File: src/rtl/xeng_corr_apply.sv
// Removes the offset-binary bias from X-engine accumulations, saturates to OUT_WIDTH
// and tracks the baseline index within each accumulation window. Fixed 3-cycle latency.
module xeng_corr_apply #(
    parameter int BITWIDTH   = 4,
    parameter int N_ANTS     = 32,
    parameter int ACC_WIDTH  = 32,
    parameter int CORR_WIDTH = 16,
    parameter int OUT_WIDTH  = 24,
    parameter int RE_CONST   = 0,
    localparam int N_BLS     = N_ANTS * (N_ANTS + 1) / 2,
    localparam int IDX_W     = (N_BLS > 1) ? $clog2(N_BLS) : 1
) (
    input  logic                    clk,
    input  logic                    rst,
    input  logic                    sync,
    input  logic                    din_vld,
    input  logic [8*ACC_WIDTH-1:0]  din,
    input  logic [8*CORR_WIDTH-1:0] corr,
    input  logic                    last_triangle_in,
    input  logic                    buf_sel_in,
    output logic [8*OUT_WIDTH-1:0]  dout,
    output logic                    dout_vld,
    output logic                    sync_out,
    output logic                    last_triangle_out,
    output logic                    buf_sel_out,
    output logic [IDX_W-1:0]        bl_idx,
    output logic                    window_done,
    output logic                    sat_flag
);

    localparam int SHIFT = BITWIDTH - 1;
    localparam int IW    = ((ACC_WIDTH > CORR_WIDTH + SHIFT) ? ACC_WIDTH : CORR_WIDTH + SHIFT) + 2;
    localparam logic signed [IW-1:0] RE_C    = IW'(RE_CONST);
    localparam logic signed [IW-1:0] ZERO    = '0;
    localparam logic signed [IW-1:0] OUT_MAX = {{(IW-OUT_WIDTH+1){1'b0}}, {(OUT_WIDTH-1){1'b1}}};
    localparam logic signed [IW-1:0] OUT_MIN = {{(IW-OUT_WIDTH+1){1'b1}}, {(OUT_WIDTH-1){1'b0}}};
    localparam logic [IDX_W-1:0]     LAST_IDX = IDX_W'(N_BLS - 1);

    logic signed [IW-1:0]    raw_s1  [8];
    logic signed [IW-1:0]    corr_s1 [8];
    logic signed [IW-1:0]    sum_s2  [8];
    logic [OUT_WIDTH-1:0]    sat_val [8];
    logic [7:0]              clamp;

    logic s1_vld, s1_sync, s1_lt, s1_bs;
    logic s2_vld, s2_sync, s2_lt, s2_bs;

    logic [IDX_W-1:0] next_idx;
    logic [IDX_W-1:0] idx_cur;
    logic             sat_any;

    // S1: capture raw products and the scaled, sign-extended corrections
    always_ff @(posedge clk or posedge rst) begin
        if (rst) begin
            for (int unsigned i = 0; i < 8; i++) begin
                raw_s1[i]  <= '0;
                corr_s1[i] <= '0;
            end
            {s1_vld, s1_sync, s1_lt, s1_bs} <= '0;
        end else begin
            for (int unsigned i = 0; i < 8; i++) begin
                raw_s1[i]  <= IW'(signed'(din[(7-i)*ACC_WIDTH +: ACC_WIDTH]));
                corr_s1[i] <= IW'(signed'(corr[(7-i)*CORR_WIDTH +: CORR_WIDTH])) <<< SHIFT;
            end
            {s1_vld, s1_sync, s1_lt, s1_bs} <= {din_vld, sync, last_triangle_in, buf_sel_in};
        end
    end

    // S2: bias removal; the constant term applies to real lanes only
    always_ff @(posedge clk or posedge rst) begin
        if (rst) begin
            for (int unsigned i = 0; i < 8; i++) sum_s2[i] <= '0;
            {s2_vld, s2_sync, s2_lt, s2_bs} <= '0;
        end else begin
            for (int unsigned i = 0; i < 8; i++)
                sum_s2[i] <= raw_s1[i] - corr_s1[i] + ((i < 4) ? RE_C : ZERO);
            {s2_vld, s2_sync, s2_lt, s2_bs} <= {s1_vld, s1_sync, s1_lt, s1_bs};
        end
    end

    always_comb begin
        clamp = '0;
        for (int unsigned i = 0; i < 8; i++) begin
            sat_val[i] = sum_s2[i][OUT_WIDTH-1:0];
            if (sum_s2[i] > OUT_MAX) begin
                sat_val[i] = OUT_MAX[OUT_WIDTH-1:0];
                clamp[i]   = 1'b1;
            end else if (sum_s2[i] < OUT_MIN) begin
                sat_val[i] = OUT_MIN[OUT_WIDTH-1:0];
                clamp[i]   = 1'b1;
            end
        end
        sat_any = s2_vld & (|clamp);
        idx_cur = s2_sync ? '0 : next_idx;
    end

    // S3: output register; next_idx holds the index the next valid beat will take,
    // so a sync without data still makes the following valid beat index 0
    always_ff @(posedge clk or posedge rst) begin
        if (rst) begin
            dout              <= '0;
            dout_vld          <= 1'b0;
            sync_out          <= 1'b0;
            last_triangle_out <= 1'b0;
            buf_sel_out       <= 1'b0;
            bl_idx            <= '0;
            next_idx          <= '0;
            sat_flag          <= 1'b0;
        end else begin
            if (s2_vld) begin
                for (int unsigned i = 0; i < 8; i++)
                    dout[(7-i)*OUT_WIDTH +: OUT_WIDTH] <= sat_val[i];
            end
            dout_vld          <= s2_vld;
            sync_out          <= s2_sync;
            last_triangle_out <= s2_lt & s2_vld;
            buf_sel_out       <= s2_bs & s2_vld;
            if (s2_sync || s2_vld) bl_idx <= idx_cur;
            if (s2_vld)
                next_idx <= (idx_cur == LAST_IDX) ? '0 : idx_cur + 1'b1;
            else if (s2_sync)
                next_idx <= '0;
            if (s2_sync)
                sat_flag <= sat_any;
            else if (s2_vld)
                sat_flag <= sat_flag | sat_any;
        end
    end

    assign window_done = dout_vld & (bl_idx == LAST_IDX);

endmodule

File: config.mk
export PLATFORM = sky130hd
export DESIGN_NAME = xeng_corr_apply
export DESIGN_NICKNAME = d
export VERILOG_FILES = /design/src/rtl/xeng_corr_apply.sv
export SDC_FILE = /design/constraint.sdc
export NUM_CORES = 2
export LEC_CHECK = 0
export ABC_AREA = 1
export ABC_CLOCK_PERIOD_IN_PS = 34000
export BUFFER_PORTS_ARGS = -buffer_cell sky130_fd_sc_hd__buf_2
export CELL_PAD_IN_SITES_DETAIL_PLACEMENT = 1
export CELL_PAD_IN_SITES_GLOBAL_PLACEMENT = 2
export CORE_UTILIZATION = 35
export CTS_CLUSTER_SIZE = 28
export DETAILED_ROUTE_END_ITERATION = 12
export PLACE_DENSITY = 0.9
export SETUP_SLACK_MARGIN = 0.1
export SYNTH_ARGS = -nofsm -noshare
export SYNTH_HDL_FRONTEND = slang
export SYNTH_SLANG_ARGS = --single-unit
File: constraint.sdc
create_clock -name clk -period 34 [get_ports clk]
set_input_delay 3.4 -clock clk [delete_from_list [all_inputs] [get_ports clk]]
set_output_delay 3.4 -clock clk [all_outputs]
set_load 0.02 [all_outputs]
### Yosys cells after proc, flatten, opt, wreduce, memory -nomap -nowiden

Cells that the tools add are included.

| operators by class | value |
|---|---|
| eq/ne operators | 2 |
| $add $sub $neg | 9 |
| multiplexer cells | 37 |
| bitwise operators | 5 |
| reduce and logical (&&, ||, !) cells | 3 |
| magnitude comparators | 16 |

Operators with widths:

| cell | number |
|---|---|
| 24-bit two-way mux | 16 |
| 33-bit by 24-bit greater-than comparator with 1-bit output, second input constant | 8 |
| 33-bit by 24-bit less-than comparator with 1-bit output, second input constant | 8 |
| 32-bit by 19-bit subtractor with 33-bit output | 8 |
| 10-bit two-way mux | 3 |
| 10-bit equality test, second input constant | 2 |
| 1-bit two-way mux | 18 |
| 10-bit by 1-bit adder with 10-bit output, second input constant | 1 |
| 8-bit OR reduction | 1 |
| 1-bit bitwise AND | 4 |
| 2-bit nonzero test | 1 |
| 1-bit logical OR | 1 |
| 1-bit bitwise OR | 1 |

| storage, ports and cells | value |
|---|---|
| input port bits | 390 |
| output and inout port bits | 208 |
| bits in registers | 873 |

### Depth between registers and ports, before layout

| depth | value |
|---|---|
| depth after elaboration | 8 |
| depth in mapped cells | 14 |
| gate-level depth less buffers | 14 |

### Worst setup path after synthesis

OpenSTA, ideal clock, no wires.

| path | value |
|---|---|
| kind | register to output |
| start point | register bl_idx[5] |
| end point | output port window_done |
| data arrival time | 1.447 ns |
| stages on the path, launching flop included | 4 |
| setup slack | 29.153 ns |
| cell sequence | dfrtp_1 nor4_1 nand3_1 nor4_1 |

| on the way | value |
|---|---|
| word-level cells in the longest chain between the ends | 2 |

Ends and longest elaborated chain:

| element | line | RTL |
|---|---|---|
| start, declared | 26 | `output logic [IDX_W-1:0] bl_idx,` |
| start signal, assigned | 118 | `if (s2_sync \|\| s2_vld) bl_idx <= idx_cur;` |
| 10-bit equality test | 130 | `assign window_done = dout_vld & (bl_idx == LAST_IDX);` |
| 1-bit bitwise AND | 130 |  |
| end, declared | 27 | `output logic window_done,` |

Every way passes these cells.

==> results.md <==
- Post-CTS Resized: 0
- Final Non-Filler Cells: 6,856
- Synth cell types: 37
- Chip Height: 344 um
- Placed insts: 6,664
- Buf+Inv Stages, Crit Path: 5
- Leak: 24.3 nW
- Mux share of post-synthesis cell area: 0%
- Largest family of logic cells by synthesized area: simple AND/OR/NAND/NOR gates
- Sequential element share of the synthesized area: 53.2%
- H-Tree Depth: 3
- Total wire length: 141 mm
- Critical-path top delay cell: buf_4
- Core area: 116,000 um2
- CTS max path bufs: 3
- Mapped cell area: 41,100 um2
- CP Max Fanout: 134
- Max Cap Viol: 0
- Synthesized area per cell: 8.92 um2
- DRT Pass-1 Iters: 5
- FP Rows: 125
- Die W: 344 um
- Starting DRT DRC Count: 1,660
- # DRC: 0
- RSZ-0062 raised after global routing: no
- ANT nets after route: 0
- GPL Wtd Cong: 0.905
- Status: complete, no violations
- Setup violations, final: 0
- First-pass GRT wire length: 215 mm
- Initial antenna violation count: 29
- Clock sink count: 873
- HPWL Detailed: 108 mm
- Tightest Pin Transition: 1.24 ns
- Period utilisation layout: 18.1%
- Clock buffer count from CTS: 96
- Postcts setup bufs: 0
- Most common cell after layout, fill and taps aside: nand2_1
- NumNets Final: 5,869
- Syn_nets: 5,232
- Die area: 119,000 um2
- Post-synth ARST share: 100%
- HP Class: reg -> reg
- Total number of yosys warnings: 0
- Fmax: 0.162 GHz
- Adder-cell area share of the yosys netlist: 7.49%
- Hold Vio Cnt, Final: 0
- CTS Hold Buffers Added: 0
- Crit path DAT: 6.81 ns
- Area Growth Syn to Fin: 19.4%
- Clk Latency, worst-skew pair: 0.72 ns
- Clock Root Buffer: clkbuf_16
- Compound-Gate Fraction of Synth Area: 11.5%
- TritonCTS clock tree: built
- Flops & latches, synth: 873
- Worst Skew: 0.0260 ns
- Vias in the first global route: 37,300
- Simple-gate area share of the yosys netlist: 19.7%
- Cell Chain, Critical Path: buf_2 -> inv_8 -> buf_4 -> buf_4 -> buf_4
- Crit path top cell by count: buf_4
- Port bufs: 597
- Drt via density: 5.04
- Largest delay share family, worst path: buffers and inverters
- Worst VDD drop: 42.5 uV
- Pwr dens: 58.9 nW/um2
- CP Capture Type: asynchronous set/reset pin
- Fillers: 13,800
- Share of cells above drive strength 1: 17.1%
- Pin count of the biggest net entering global routing: 167
- CP Class: in -> async
- Post-synthesis instance total: 4,601
- I/O pin count: 598
- Fin crit period: 6.16 ns
- Critical Path RT: 34.66 ns
- Slowest cell delay on critical path: 0.92 ns
- Avg WL per Cell: 20.6 um
- Post-Synth XOR/XNOR Area: 2.82%
- Starting density of the core: 35.3%
- Headroom to the max-slew limit: 17.0%
- Post-synth EDFFs: 0
- Commonest cells after routing, fill and taps aside: 950 x nand2_1, 872 x dfrtp_1, 636 x a21oi_1
- Total track usage: 23.6%
- Grt total ovfl: 0
- Worst-path clk slew: 0.06 ns
- Setup tns final: 0 ns
- Final Max Slew Viols: 0
- CP Launch Type: input pin
- Synth Flop Type: dfrtp_1
- Total number of vias: 34,500
per-stage QoR:
| stage | power, mW | hold slack, ns | util (%) | instance area, um2 | worst slack (ns) |
|---|---|---|---|---|---|
| floorplan | 1.60 | 0.331 | - | 41100 | 6.06 |
| global placement | 1.82 | 0.332 | 39.4 | 45800 | 27.05 |
| detailed placement | 1.84 | 0.336 | 39.4 | 45800 | 26.95 |
| CTS | 2.92 | 0.349 | 42.2 | 49000 | 27.75 |
| global route | 3.02 | 0.354 | 42.2 | 49000 | 27.30 |
| finish | 2.89 | 0.347 | 42.2 | 49000 | 27.84 |
per-layer routing:
layer  GRT usage [%]  share of wire, %
met4            7.60               3.0
met5               0             0.073
met1            28.9                42
met2            41.6                50
met3            4.72               5.0
registers in the layout, indices dropped and copies added (netlist names), 10 cells and up:
signal / flops
bl_idx: 10
corr_s1: 128
dout: 192
next_idx: 10
raw_s1: 256
sum_s2: 264
cell families after synthesis:
group	count (synthesis)
XOR/XNOR	132
buffers and inverters	563
AO/OA/AOI/OAI	890
flip-flops	873
AND/OR/NAND/NOR	1902
adder cells (fa/ha/maj)	241
layout make-up:
| type | count | area [um2] | share of cell area (%) |
|---|---|---|---|
| diodes | 13 | 32.5 | 0.0664 |
| clock buffers | 132 | 2680 | 5.47 |
| clock inverters | 47 | 515 | 1.05 |
| inverters | 486 | 1840 | 3.75 |
| multi-input cells | 3165 | 17000 | 34.8 |
| flip-flops and latches | 873 | 21800 | 44.6 |
| well taps | 1524 | 1910 | 3.89 |
| repair buffers | 616 | 3160 | 6.44 |
final timing paths:
check / endpoint / slack (ns) / depth (start not counted) / start
min: s2_vld$_DFF_PP0_ / 0.35 / 0 / s1_vld$_DFF_PP0_
min in group asynchronous: dout[50]$_DFFE_PP0P_ / 2.91 / 2 / rst
max: dout[190]$_DFFE_PP0P_ / 27.84 / 5 / rst
min reg2reg: s2_vld$_DFF_PP0_ / 0.35 / 0 / s1_vld$_DFF_PP0_
max in group clk: window_done / 28.40 / 4 / bl_idx[5]$_DFFE_PP0P_
max reg2reg: next_idx[9]$_DFF_PP0_ / 30.83 / 6 / s2_vld$_DFF_PP0_
where the power goes:
part | switching (mW) | internal (mW) | leakage (nW)
Sequential | 0.0649 | 1.17 | 10.0
Combinational | 0.410 | 0.181 | 12.7
Clock | 0.459 | 0.604 | 1.56
Total | 0.934 | 1.95 | 24.3
cells in the mapped netlist (2+ instances only):
| library cell | n | area (um2) |
|---|---|---|
| nand3b_1 | 8 | 60.1 |
| xor2_1 | 121 | 1060 |
| nor2_1 | 518 | 1940 |
| buf_1 | 4 | 15.0 |
| a211oi_1 | 2 | 15.0 |
| o21bai_1 | 4 | 30.0 |
| xnor2_1 | 11 | 96.3 |
| dfrtp_1 | 873 | 21800 |
| nand3_1 | 173 | 866 |
| o21bai_2 | 3 | 33.8 |
| clkbuf_1 | 28 | 105 |
| inv_1 | 483 | 1810 |
| o21ai_1 | 2 | 10.0 |
| ha_1 | 233 | 2920 |
| nor3_2 | 23 | 230 |
| o211ai_1 | 22 | 165 |
| o21ai_0 | 162 | 811 |
| inv_2 | 3 | 11.3 |
| nor3_1 | 27 | 135 |
| a21oi_1 | 636 | 3180 |
| a21o_1 | 36 | 270 |
| nor2_2 | 21 | 131 |
| fa_1 | 8 | 160 |
| o21ai_2 | 9 | 78.8 |
| buf_2 | 45 | 225 |
| nor4_1 | 18 | 113 |
| nand2_2 | 74 | 463 |
| nand4_1 | 85 | 532 |
| o21a_1 | 12 | 90.1 |
| nand2_1 | 950 | 3570 |
Note: power is estimated with default switching activity, not from simulation.
